--- config.mk ---
export PLATFORM = sky130hd
export DESIGN_NAME = swap_cmd_ctrl_flat
export DESIGN_NICKNAME = d
export VERILOG_FILES = /design/src/rtl/swap_cmd_ctrl_if.sv /design/src/rtl/swap_cmd_ctrl.sv /design/src/flat_wrapper.sv
export SDC_FILE = /design/constraint.sdc
export NUM_CORES = 1
export LEC_CHECK = 0
export CORE_MARGIN = 2
export CORE_UTILIZATION = 46
export DETAILED_ROUTE_END_ITERATION = 6
export PLACE_DENSITY = 0.75
export SLEW_MARGIN = 20
export SYNTH_ARGS = -nofsm -noshare
export SYNTH_HDL_FRONTEND = slang
export SYNTH_SLANG_ARGS = --single-unit
--- constraint.sdc ---
create_clock -name clk -period 2.8 [get_ports clk]
set_input_delay 0.56 -clock clk [delete_from_list [all_inputs] [get_ports clk]]
set_output_delay 0.56 -clock clk [all_outputs]
set_load 0.01 [all_outputs]
--- src/rtl/swap_cmd_ctrl_if.sv ---
// Request-side bundle for swap_cmd_ctrl: write and
// swap valid/ready handshakes with their payloads.
interface swap_cmd_if #(
  parameter int ADDR_WIDTH = 7,
  parameter int DATA_WIDTH = 8
);
  logic                  wr_valid;
  logic                  wr_ready;
  logic [ADDR_WIDTH-1:0] wr_addr;
  logic [DATA_WIDTH-1:0] wr_data;
  logic                  sw_valid;
  logic                  sw_ready;
  logic [ADDR_WIDTH-1:0] sw_addr_a;
  logic [ADDR_WIDTH-1:0] sw_addr_b;

  modport master (
    output wr_valid, wr_addr, wr_data,
    output sw_valid, sw_addr_a, sw_addr_b,
    input  wr_ready, sw_ready
  );

  modport slave (
    input  wr_valid, wr_addr, wr_data,
    input  sw_valid, sw_addr_a, sw_addr_b,
    output wr_ready, sw_ready
  );
endinterface

--- src/rtl/swap_cmd_ctrl.sv ---
// Swap command controller: queues swaps, issues writes first.
// Optional macro SWAP_FILTER_EN drops equal-address swaps.
module swap_cmd_ctrl #(
  parameter int ADDR_WIDTH = 7,
  parameter int DATA_WIDTH = 8,
  parameter int FIFO_DEPTH = 4
) (
  input  logic                  clk,
  input  logic                  reset_n,
  swap_cmd_if.slave             req,
  output logic                  we,
  output logic [ADDR_WIDTH-1:0] address_w,
  output logic [DATA_WIDTH-1:0] data_w,
  output logic                  swap,
  output logic [ADDR_WIDTH-1:0] address_A,
  output logic [ADDR_WIDTH-1:0] address_B,
  output logic                  busy,
  output logic [$clog2(FIFO_DEPTH):0] fifo_count,
  output logic [15:0]           swap_cnt
);
  localparam int PW = $clog2(FIFO_DEPTH);
  localparam int CW = PW + 1;
  localparam int EW = 2 * ADDR_WIDTH;

  logic [EW-1:0]         mem_q [FIFO_DEPTH];
  logic [PW-1:0]         rd_ptr_q, rd_ptr_d;
  logic [PW-1:0]         wr_ptr_q, wr_ptr_d;
  logic [CW-1:0]         count_q, count_d;
  logic [1:0]            starv_q, starv_d;
  logic                  we_q, we_d;
  logic                  swap_q, swap_d;
  logic [ADDR_WIDTH-1:0] addr_w_q, addr_w_d;
  logic [DATA_WIDTH-1:0] data_w_q, data_w_d;
  logic [ADDR_WIDTH-1:0] addr_a_q, addr_a_d;
  logic [ADDR_WIDTH-1:0] addr_b_q, addr_b_d;
  logic [15:0]           swap_cnt_q, swap_cnt_d;

  logic fifo_empty;
  logic wr_fire;
  logic sw_fire;
  logic push;
  logic pop;

  assign fifo_empty = (count_q == '0);

  // Writes stall only after three in a row starve a queued swap.
  assign req.wr_ready = reset_n &
    ~((starv_q == 2'd3) & ~fifo_empty);
  assign req.sw_ready = reset_n &
    (count_q < CW'(FIFO_DEPTH));

  assign wr_fire = req.wr_valid & req.wr_ready;
  assign sw_fire = req.sw_valid & req.sw_ready;
  assign pop     = ~wr_fire & ~fifo_empty;

`ifdef SWAP_FILTER_EN
  assign push = sw_fire &
    (req.sw_addr_a != req.sw_addr_b);
`else
  assign push = sw_fire;
`endif

  // Next-state: strobes, held payloads, FIFO and guard.
  always_comb begin
    rd_ptr_d   = rd_ptr_q;
    wr_ptr_d   = wr_ptr_q;
    addr_w_d   = addr_w_q;
    data_w_d   = data_w_q;
    addr_a_d   = addr_a_q;
    addr_b_d   = addr_b_q;
    swap_cnt_d = swap_cnt_q;
    we_d       = wr_fire;
    swap_d     = pop;
    if (wr_fire) begin
      addr_w_d = req.wr_addr;
      data_w_d = req.wr_data;
    end
    if (pop) begin
      {addr_a_d, addr_b_d} = mem_q[rd_ptr_q];
      rd_ptr_d   = rd_ptr_q + PW'(1);
      swap_cnt_d = swap_cnt_q + 16'd1;
    end
    if (push) begin
      wr_ptr_d = wr_ptr_q + PW'(1);
    end
    count_d = count_q + CW'(push) - CW'(pop);
    starv_d = starv_q;
    if (pop | fifo_empty) begin
      starv_d = 2'd0;
    end else if (wr_fire) begin
      starv_d = starv_q + 2'd1;
    end
  end

  // Control and output registers; reset drops the queue.
  always_ff @(posedge clk or negedge reset_n) begin
    if (!reset_n) begin
      rd_ptr_q   <= '0;
      wr_ptr_q   <= '0;
      count_q    <= '0;
      starv_q    <= '0;
      we_q       <= 1'b0;
      swap_q     <= 1'b0;
      addr_w_q   <= '0;
      data_w_q   <= '0;
      addr_a_q   <= '0;
      addr_b_q   <= '0;
      swap_cnt_q <= '0;
    end else begin
      rd_ptr_q   <= rd_ptr_d;
      wr_ptr_q   <= wr_ptr_d;
      count_q    <= count_d;
      starv_q    <= starv_d;
      we_q       <= we_d;
      swap_q     <= swap_d;
      addr_w_q   <= addr_w_d;
      data_w_q   <= data_w_d;
      addr_a_q   <= addr_a_d;
      addr_b_q   <= addr_b_d;
      swap_cnt_q <= swap_cnt_d;
    end
  end

  // FIFO storage; validity is tracked by the pointers.
  always_ff @(posedge clk) begin
    if (push) begin
      mem_q[wr_ptr_q] <= {req.sw_addr_a, req.sw_addr_b};
    end
  end

  assign we         = we_q;
  assign swap       = swap_q;
  assign address_w  = addr_w_q;
  assign data_w     = data_w_q;
  assign address_A  = addr_a_q;
  assign address_B  = addr_b_q;
  assign fifo_count = count_q;
  assign swap_cnt   = swap_cnt_q;
  assign busy       = ~fifo_empty | we_q | swap_q;
endmodule

--- src/flat_wrapper.sv ---
// flat-port wrapper written by rule: the top's interface ports become plain ports
module swap_cmd_ctrl_flat 
#(
  parameter int ADDR_WIDTH = 7,
  parameter int DATA_WIDTH = 8,
  parameter int FIFO_DEPTH = 4
)
  (clk, reset_n, we, address_w, data_w, swap, address_A, address_B, busy, fifo_count, swap_cnt, req_wr_valid, req_wr_addr, req_wr_data, req_sw_valid, req_sw_addr_a, req_sw_addr_b, req_wr_ready, req_sw_ready);
  swap_cmd_if #(.ADDR_WIDTH(ADDR_WIDTH), .DATA_WIDTH(DATA_WIDTH)) req_i ();
  input  logic clk;
  input  logic reset_n;
  output logic we;
  output logic [ADDR_WIDTH-1:0] address_w;
  output logic [DATA_WIDTH-1:0] data_w;
  output logic swap;
  output logic [ADDR_WIDTH-1:0] address_A;
  output logic [ADDR_WIDTH-1:0] address_B;
  output logic busy;
  output logic [$clog2(FIFO_DEPTH):0] fifo_count;
  output logic [15:0] swap_cnt;
  input wire logic [$bits(req_i.wr_valid)-1:0] req_wr_valid;
  input wire logic [$bits(req_i.wr_addr)-1:0] req_wr_addr;
  input wire logic [$bits(req_i.wr_data)-1:0] req_wr_data;
  input wire logic [$bits(req_i.sw_valid)-1:0] req_sw_valid;
  input wire logic [$bits(req_i.sw_addr_a)-1:0] req_sw_addr_a;
  input wire logic [$bits(req_i.sw_addr_b)-1:0] req_sw_addr_b;
  output wire logic [$bits(req_i.wr_ready)-1:0] req_wr_ready;
  output wire logic [$bits(req_i.sw_ready)-1:0] req_sw_ready;
  assign req_i.wr_valid = req_wr_valid;
  assign req_i.wr_addr = req_wr_addr;
  assign req_i.wr_data = req_wr_data;
  assign req_i.sw_valid = req_sw_valid;
  assign req_i.sw_addr_a = req_sw_addr_a;
  assign req_i.sw_addr_b = req_sw_addr_b;
  assign req_wr_ready = req_i.wr_ready;
  assign req_sw_ready = req_i.sw_ready;
  swap_cmd_ctrl #(.ADDR_WIDTH(ADDR_WIDTH), .DATA_WIDTH(DATA_WIDTH), .FIFO_DEPTH(FIFO_DEPTH)) u_core (.clk(clk), .reset_n(reset_n), .req(req_i), .we(we), .address_w(address_w), .data_w(data_w), .swap(swap), .address_A(address_A), .address_B(address_B), .busy(busy), .fifo_count(fifo_count), .swap_cnt(swap_cnt));
endmodule
* Word level (Yosys, flattened, before mapping)
Memories as Yosys holds them, arrays and structs flattened. A register that Yosys moved wholly into a read port is not among the register bits.
Cells that the tools add are included.
** Storage, ports and cells
- Register bits after elaboration :: 42
- RAM bits :: 56
- Output and inout port bits :: 53
- Logic and storage cells :: 37
- Memories :: 1
** Memories
- u_core.mem_q :: depth 4, width 14, read ports 1, clocked after memory_dff 1, wr ports 1, line swap_cmd_ctrl.sv:25 : logic [EW-1:0] mem_q [FIFO_DEPTH];
** Operators by class
- $add $sub $neg :: 6
- Order comparisons :: 1
- Eq/ne operators :: 1
- Muxes and demuxes :: 4
- Bitwise logic cells :: 12
- Reductions and logical operators :: 3
** Operators with widths (number)
- adder 16 x 1 -> 16 bit, second input constant :: 1
- adder 2 x 1 -> 2 bit, second input constant :: 3
- AND 1 bit :: 6
- two-way mux 2 bit :: 2
- adder 3 x 1 -> 3 bit :: 1
- logical NOT 3 bit :: 1
- less-than comparator 3 bit, second input constant :: 1
- NOT 1 bit :: 3
- bitwise OR 1 bit :: 3
- subtractor 3 x 1 -> 3 bit :: 1
- == test 2 bit, second input constant :: 1
- two-way mux 1 bit :: 2
- nonzero test 2 bit :: 1
- logical NOT 1 bit :: 1

* Longest topological paths before layout
Gate-level depths: netlist of the first run.
- Word-level depth :: 10
- Gate-level depth with buffers :: 12
- Gate-level depth less buffers :: 11

* Least setup slack after synthesis of the first run
No wires, ideal clock.
- Path type :: flip-flop to flip-flop
- Start :: register u_core.count_q[1], in the netlist u_core.fifo_count[1]
- End :: register u_core.count_q[2], in the netlist u_core.fifo_count[2]
- Library setup time :: 0.128 ns
- Data arrival time :: 2.535 ns
- Data required time :: 2.672 ns
- Setup slack :: 0.138 ns
- Cell stages (with the launch flop) :: 13
- Buffers on the path :: 2
- Clock period less this slack :: 2.662 ns
- Cell sequence :: dfrtp_1 -> or3_1 -> buf_6 -> nand2_1 -> clkinv_1 -> buf_2 -> ha_1 -> inv_1 -> ha_1 -> inv_1 -> fa_1 -> xnor2_1 -> xnor2_1
** On the way
- Longest elaborated chain between the ends :: 9
- Elaborated cells on any way between the ends :: 13
** Ends and longest elaborated chain
- start: declaration :: line swap_cmd_ctrl.sv:28 : logic [CW-1:0] count_q, count_d;
- start signal: assignment :: line swap_cmd_ctrl.sv:112 : count_q <= count_d;
- logical NOT 3 bit (*) :: line swap_cmd_ctrl.sv:44 : assign fifo_empty = (count_q == '0);
- NOT 1 bit (*) :: line swap_cmd_ctrl.sv:48, swap_cmd_ctrl.sv:54
- AND 1 bit :: line swap_cmd_ctrl.sv:48 : ~((starv_q == 2'd3) & ~fifo_empty);
- NOT 1 bit :: line swap_cmd_ctrl.sv:48
- AND 1 bit :: line swap_cmd_ctrl.sv:47 : assign req.wr_ready = reset_n &
- AND 1 bit :: line swap_cmd_ctrl.sv:52 : assign wr_fire = req.wr_valid & req.wr_ready;
- NOT 1 bit :: line swap_cmd_ctrl.sv:54 : assign pop = ~wr_fire & ~fifo_empty;
- AND 1 bit (*) :: line swap_cmd_ctrl.sv:54
- via u_core.pop :: line swap_cmd_ctrl.sv:42 : logic pop;
- subtractor 3 x 1 -> 3 bit (*) :: line swap_cmd_ctrl.sv:86 : count_d = count_q + CW'(push) - CW'(pop);
- via u_core.count_d[2] :: line swap_cmd_ctrl.sv:28
The timed path passes the listed nets; every way through them passes the cells marked *.
A chain may end at the register's enable or synchronous reset.

* Worst setup path after layout of the first run
- Start :: register u_core.count_q[0], in the netlist u_core.fifo_count[0]
- End :: output port busy
** On the way
- Longest elaborated chain between the ends :: 4
** Ends and longest elaborated chain
- logical NOT 3 bit :: line swap_cmd_ctrl.sv:44
- NOT 1 bit :: line swap_cmd_ctrl.sv:139 : assign busy = ~fifo_empty | we_q | swap_q;
- bitwise OR 1 bit (2 in series) :: line swap_cmd_ctrl.sv:139
- end: declaration :: line flat_wrapper.sv:18 : output logic busy;
Every way passes these cells.

==> summary.txt, run 1 <==
Setup path
  • CP Max Fanout: 8
  • Worst R2R Start: u_core.starv_q[0]$_DFFE_PN0P_
  • CP Launch Point: u_core.fifo_count[0]$_DFF_PN0_
  • Critical Path AT: 2.12 ns
  • Worst Setup End Kind: output pin
  • CP Class: reg2out
  • Critical Path Start Type: flop
  • Required @ worst endpoint: 2.24 ns

STA
  • Relative slew slack: 54.5%
  • Slew Limit Fails: 0
  • Final worst path period share: 95.7%
  • Final setup viols: 0
  • Final min period: 2.68 ns
  • Skew final: 0.00878 ns
  • Final setup margin: 0.120 ns
  • RSZ-0062 raised after global routing: false
  • Least-Margin Pin Slew: 0.682 ns
  • Fin Setup TNS: 0 ns
  • Final hold viol count: 0
  • Fmax: 373 MHz

Power
  • Leakage: 2.28 nW
  • Switching pwr: 1.47 mW
  • PwrDens: 860 nW/um^2
  • Cell-internal power: 3.38 mW
  • Clk pwr share: 20.2%
  • Flop pwr share: 47.0%
  • Switching Fraction: 30.3%
  • Comb pwr share: 32.8%
  • Maximum VDD drop: 0.000390 V

Yosys
  • Syn nets: 320
  • Number of synthesized flops with an enable pin: 56
  • Post-synth ARST share: 50.0%
  • Seq/Total Area, Yosys: 69.9%
  • Synth warn: 0
  • Mean Syn Cell Area: 15.9 um^2
  • Netlist cell types: 36
  • Synthesized instance count: 278
  • Yosys reg bits: 112
  • Mapped cell area: 4410 um^2
  • Synth Flop Type: edfxtp_1

Finish
  • Fraction of layout cells with a size suffix above 1: 16.4%
  • Post-route cell area: 5650 um^2
  • Most common cell after layout, fill and taps aside: clkdlybuf4s50_1
  • Nets@finish: 420
  • Layout area overhead: 28.2%
  • Most frequent cells in the layout: clkdlybuf4s50_1 (84), nand2_1 (57), edfxtp_1 (56)
  • # diodes: 0
  • Finished Core Util: 60.9%

Global routing
  • Vias in the first global route: 2469
  • Initial antenna violation count: 0
  • First-pass GRT wire length: 12.6 mm
  • Tot GR Track Use: 16.3%
  • Largest net degree at the start of global routing: 28
  • GRT Residual Overflow: 0

Placed design
  • Pre-CTS WS: 0.162 ns
  • Placer Congestion: 0.716
  • PortBufs: 85
  • Area after DPL: 5430 um^2
  • DP HPWL: 5.38 mm

Outcome
  • Status: complete, no violations

Min path
  • Class of the most critical hold timing path: in2async

Clock network
  • Num CTS Buffers: 9
  • Hold-fix buffer count after cts: 0
  • Root buffer cell: clkbuf_8
  • Max Buffers Root-to-Sink: 2
  • CTS tree: yes
  • Clk sink count: 112
  • Skew-Pair Late Insertion Delay: 0.36 ns
  • Clock Pin Slew Worst Setup and Hold Paths: 0.10 ns
  • H-tree levels: 3

Floorplan
  • Io pins: 86
  • Floorplan row count: 35
  • Initial Utilization: 47.5%
  • Die height: 102 um
  • Core Box Area: 9280 um^2
  • Die width: 102 um
  • Die area: 10400 um^2

Route
  • Routed wire length: 8.14 mm
  • DRT iter0 DRCs: 86
  • Post-DRT Antenna Nets: 0
  • Drc violations: 0
  • Detailed-route via count: 2515
  • Routed len/inst: 15.9 um
  • Vias per cell: 4.91
  • Drt first pass iters: 4

Run
  • Max-cap viol count: 0
==> cells in the mapped netlist, types with 2 or more instances <==
master / number / share of area [%]
mux2_4: 7 / 2.4
xnor2_1: 11 / 2.2
xor2_1: 9 / 1.8
nand4b_1: 2 / 0.40
nand2_1: 57 / 4.9
ha_1: 8 / 2.3
nand4_1: 2 / 0.28
dfrtp_1: 56 / 32
nor2_1: 8 / 0.68
edfxtp_1: 56 / 38
mux4_2: 14 / 7.2
buf_2: 4 / 0.45
mux2_2: 8 / 2.0
inv_1: 8 / 0.68
nand3_1: 2 / 0.23
nor3_1: 2 / 0.23
and3_1: 5 / 0.71
==> final cells by class <==
type	count	area, um^2
Inverter	9	33.8
Tap cell	129	161
Timing Repair Buffer	97	936
Sequential cell	112	3080
Clock inverter	6	66.3
Multi-Input combinational cell	149	1230
Fill cell	729	3630
Clock buffer	10	138
==> kinds of logic after synthesis <==
| kind of cell | after synthesis | share of synthesized area, % |
|---|---|---|
| flip-flops | 112 | 69.9 |
| AND/OR/NAND/NOR | 88 | 8.94 |
| multiplexers | 29 | 11.6 |
| XOR/XNOR | 20 | 3.97 |
| buffers and inverters | 17 | 2.19 |
| adder cells (fa/ha/maj) | 9 | 2.73 |
| AO/OA/AOI/OAI | 3 | 0.653 |
==> path summary, 6_finish.rpt <==
check                                                   to  slack (ns)  cells past startpoint
max                                                   busy        0.12                      3
min                        u_core.address_A[3]$_DFFE_PN0P_        0.03                      1
max reg2reg                 u_core.fifo_count[2]$_DFF_PN0_        0.49                     11
min reg2reg                  u_core.starv_q[0]$_DFFE_PN0P_        0.44                      1
max in group asynchronous  u_core.address_B[1]$_DFFE_PN0P_        2.18                      2
min in group clk             u_core.starv_q[0]$_DFFE_PN0P_        0.44                      1
==> metal layers <==
layer | share of wire, % | global-route usage, %
met5 | 0 | 0
met2 | 48 | 26.4
met4 | 0.98 | 6.67
met3 | 5.3 | 3.21
met1 | 46 | 21.9
==> sequential cells by signal, indices dropped and copies added (netlist names) <==
| name | count |
|---|---|
| u_core.starv_q | 2 |
| u_core.swap | 1 |
| u_core.mem_q | 56 |
| u_core.swap_cnt | 16 |
| u_core.wr_ptr_q | 2 |
| u_core.data_w | 8 |
| u_core.fifo_count | 3 |
| u_core.address_B | 7 |
| u_core.we | 1 |
| u_core.address_w | 7 |
| u_core.rd_ptr_q | 2 |
| u_core.address_A | 7 |
==> through the flow <==
step                      instances  power [mW]  hold WS [ns]
after floorplan                 278        3.17         0.264
after global placement          494        3.88         0.415
after detailed placement        494        3.92         0.417
after CTS                       510        4.91        0.0187
after global routing            512        5.16        0.0233
final                           512        4.86        0.0269
==> power by group through the flow <==
stage / Combinational, mW / Sequential, mW / Clock, mW
final: 1.59 / 2.29 / 0.982
after global routing: 1.76 / 2.33 / 1.08
after CTS: 1.60 / 2.30 / 1.01
after detailed placement: 1.59 / 2.33 / 0
after global placement: 1.56 / 2.32 / 0
after floorplan: 0.808 / 2.36 / 0
==> worst max-delay path: stages (launching register included) <==
cell	delay, ns
dfrtp_1	0.41
or3_4	0.45
or3_2	0.42
clkdlybuf4s50_1	0.49
==> timing repair <==
item	4_1_cts	5_1_grt
gates resized for setup	1	1
endpoints found under the setup margin	1	1
buffers inserted	0	2
Note: power is estimated with default switching activity, not from simulation.
==> run 2, diff against run 1 <==
--- a/config.mk
+++ b/config.mk
@@ -5,10 +5,13 @@
 export SDC_FILE = /design/constraint.sdc
 export NUM_CORES = 1
 export LEC_CHECK = 0
+export CELL_PAD_IN_SITES_DETAIL_PLACEMENT = 0
+export CELL_PAD_IN_SITES_GLOBAL_PLACEMENT = 2
 export CORE_MARGIN = 2
-export CORE_UTILIZATION = 46
+export CORE_UTILIZATION = 33
 export DETAILED_ROUTE_END_ITERATION = 6
-export PLACE_DENSITY = 0.75
+export GPL_ROUTABILITY_DRIVEN = 1
+export PLACE_DENSITY_LB_ADDON = 0.1
 export SLEW_MARGIN = 20
 export SYNTH_ARGS = -nofsm -noshare
 export SYNTH_HDL_FRONTEND = slang
==> summary.txt, run 2 (synthesis gave the netlist of run 1 again) <==
Clock network
  • Clk sink count: 112 (unchanged)
  • Skew-Pair Late Insertion Delay: 0.35 ns (was 0.36 ns)
  • CTS tree: yes (unchanged)
  • Root buffer cell: clkbuf_16 (was clkbuf_8)
  • Clock Pin Slew Worst Setup and Hold Paths: 0.07 ns (was 0.10 ns)
  • Setup bufs post-CTS: 0 (unchanged)
  • Max Buffers Root-to-Sink: 2 (unchanged)
  • Num CTS Buffers: 9 (unchanged)
  • H-tree levels: 3 (unchanged)

Setup path
  • CP Max Fanout: 8 (unchanged)
  • Critical Path Start Type: flop (unchanged)
  • CP Class: reg2out (unchanged)
  • Required @ worst endpoint: 2.24 ns (about the same)
  • Worst Setup End Kind: output pin (unchanged)
  • Critical Path AT: 2.16 ns (was 2.12 ns)

Finish
  • Nets@finish: 423 (was 420)
  • Max FFs per register: 56 (unchanged)
  • Post-route cell area: 5830 um^2 (was 5650 um^2)
  • Layout area overhead: 32.2% (was 28.2%)
  • Fraction of layout cells with a size suffix above 1: 16.3% (was 16.4%)
  • Reg with most FFs: u_core.mem_q (unchanged)
  • Most common cell after layout, fill and taps aside: clkdlybuf4s50_1 (unchanged)
  • # diodes: 0 (unchanged)
  • Most frequent cells in the layout: clkdlybuf4s50_1 (84), nand2_1 (57), dfrtp_1 (56), edfxtp_1 (56), buf_4 (15) (was clkdlybuf4s50_1 (84), nand2_1 (57), edfxtp_1 (56))
  • Multi-input gate area: 1230 um^2 (unchanged)
  • Register area: 3080 um^2 (about the same)
  • Finished Core Util: 44.4% (was 60.9%)
  • Fillers: 1209 (was 729)

Route
  • Routed len/inst: 16.0 um (was 15.9 um)
  • Vias per cell: 4.43 (was 4.91)
  • Post-DRT Antenna Nets: 0 (unchanged)
  • DRT iter0 DRCs: 128 (was 86)
  • Drc violations: 0 (unchanged)
  • Drt first pass iters: 4 (unchanged)
  • Routed wire length: 8.97 mm (was 8.14 mm)
  • Detailed-route via count: 2490 (was 2515)

STA
  • Fmax: 367 MHz (was 373 MHz)
  • Final setup viols: 0 (unchanged)
  • Final worst path period share: 97.3% (was 95.7%)
  • Least-Margin Pin Slew: 0.716 ns (was 0.682 ns)
  • Slew Limit Fails: 0 (unchanged)
  • Final hold viol count: 0 (unchanged)
  • Relative slew slack: 52.3% (was 54.5%)
  • Final min period: 2.72 ns (was 2.68 ns)
  • RSZ-0062 raised after global routing: false (unchanged)
  • Skew final: 0.00788 ns (was 0.00878 ns)
  • Fin Setup TNS: 0 ns (unchanged)

Floorplan
  • Floorplan row count: 42 (was 35)
  • Die height: 120 um (was 102 um)
  • Core Box Area: 13100 um^2 (was 9280 um^2)
  • Initial Utilization: 33.6% (was 47.5%)
  • Die area: 14300 um^2 (was 10400 um^2)
  • Die width: 120 um (was 102 um)
  • Io pins: 86 (unchanged)

Power
  • Flop pwr share: 44.4% (was 47.0%)
  • Maximum VDD drop: 0.000344 V (was 0.000390 V)
  • Clk pwr share: 25.0% (was 20.2%)
  • Switching pwr: 1.51 mW (was 1.47 mW)
  • Cell-internal power: 3.65 mW (was 3.38 mW)
  • Leakage: 2.34 nW (was 2.28 nW)
  • PwrDens: 886 nW/um^2 (was 860 nW/um^2)
  • Power, Total: 5.16 mW (was 4.86 mW)
  • Switching Fraction: 29.2% (was 30.3%)
  • Comb pwr share: 30.5% (was 32.8%)

Global routing
  • Largest net degree at the start of global routing: 21 (was 28)
  • Vias in the first global route: 2655 (was 2469)
  • GRT Residual Overflow: 0 (unchanged)
  • First-pass GRT wire length: 14.6 mm (was 12.6 mm)
  • Tot GR Track Use: 13.6% (was 16.3%)
  • Initial antenna violation count: 0 (unchanged)

Placed design
  • PortBufs: 85 (unchanged)
  • DP HPWL: 6.03 mm (was 5.38 mm)
  • Placer Congestion: 0.685 (was 0.716)
  • Area after DPL: 5520 um^2 (was 5430 um^2)

Outcome
  • Status: complete, no violations (unchanged)

Run
  • Max-cap viol count: 0 (unchanged)

Min path
  • Class of the most critical hold timing path: in2async (unchanged)
==> run 2: power by group through the flow <==
stage | registers, mW | clock network (mW) | logic, mW
2_1_floorplan | 2.36 | 0 | 0.808
3_3_place_gp | 2.34 | 0 | 1.60
3_5_place_dp | 2.34 | 0 | 1.61
4_1_cts | 2.31 | 1.35 | 1.62
5_1_grt | 2.35 | 1.41 | 1.74
6_report | 2.29 | 1.29 | 1.58
==> run 2: metal layers <==
metal	up-vias	GRT usage (%)	part of all wire, %	wire [um]
met3	14	2.85	4.8	435
met5	-	0	0	0
li1	1186	-	-	-
met4	0	6.84	2.2	197
met1	1219	17.7	46	4120
met2	71	21.6	47	4220
==> run 2: final cells by class <==
type | count | share of cell area [%]
Tap cell | 176 | 3.78
Clock buffer | 12 | 4.23
Sequential cell | 112 | 52.9
Multi-Input combinational cell | 149 | 21.2
Inverter | 9 | 0.580
Timing Repair Buffer | 100 | 16.4
Clock inverter | 4 | 0.923
==> run 2: worst paths after layout <==
check,start,endpoint,slack (ns),depth (start not counted)
max in group asynchronous,reset_n,u_core.address_B[0]$_DFFE_PN0P_,2.27,2
min in group clk,u_core.starv_q[0]$_DFFE_PN0P_,u_core.starv_q[0]$_DFFE_PN0P_,0.45,1
min,reset_n,u_core.address_w[0]$_DFFE_PN0P_,0.25,2
max,u_core.fifo_count[1]$_DFF_PN0_,busy,0.08,3
min reg2reg,u_core.starv_q[0]$_DFFE_PN0P_,u_core.starv_q[0]$_DFFE_PN0P_,0.45,1
max reg2reg,u_core.fifo_count[1]$_DFF_PN0_,u_core.fifo_count[2]$_DFF_PN0_,0.47,10
==> run 2: worst max-delay path: stages, from the launching register on <==
cell             delay [ns]
dfrtp_1                0.44
or3_4                  0.45
or3_2                  0.42
clkdlybuf4s50_1        0.51
==> run 2: per-stage QoR <==
| stage | worst slack (ns) | hold WS, ns | std cells |
|---|---|---|---|
| 6_report | 0.0765 | 0.255 | 562 |
| 5_1_grt | 0.00409 | 0.279 | 562 |
| 4_1_cts | 0.0519 | 0.260 | 562 |
| 3_5_place_dp | 0.133 | 0.430 | 546 |
| 3_3_place_gp | 0.167 | 0.417 | 546 |
| 2_1_floorplan | 0.138 | 0.264 | 278 |
==> run 2: timing repair <==
action	4_1_cts	5_1_grt
hold endpoints to repair	0	0
hold buffers	0	0
setup endpoints to repair	1	0
gates resized for setup	1	0
==> run 3, diff against run 2 <==
--- a/config.mk
+++ b/config.mk
@@ -10,7 +10,6 @@
 export CORE_MARGIN = 2
 export CORE_UTILIZATION = 33
 export DETAILED_ROUTE_END_ITERATION = 6
-export GPL_ROUTABILITY_DRIVEN = 1
 export PLACE_DENSITY_LB_ADDON = 0.1
 export SLEW_MARGIN = 20
 export SYNTH_ARGS = -nofsm -noshare
==> results of run 3 <==
Final layout, timing and power as in run 2 (identical DEF).
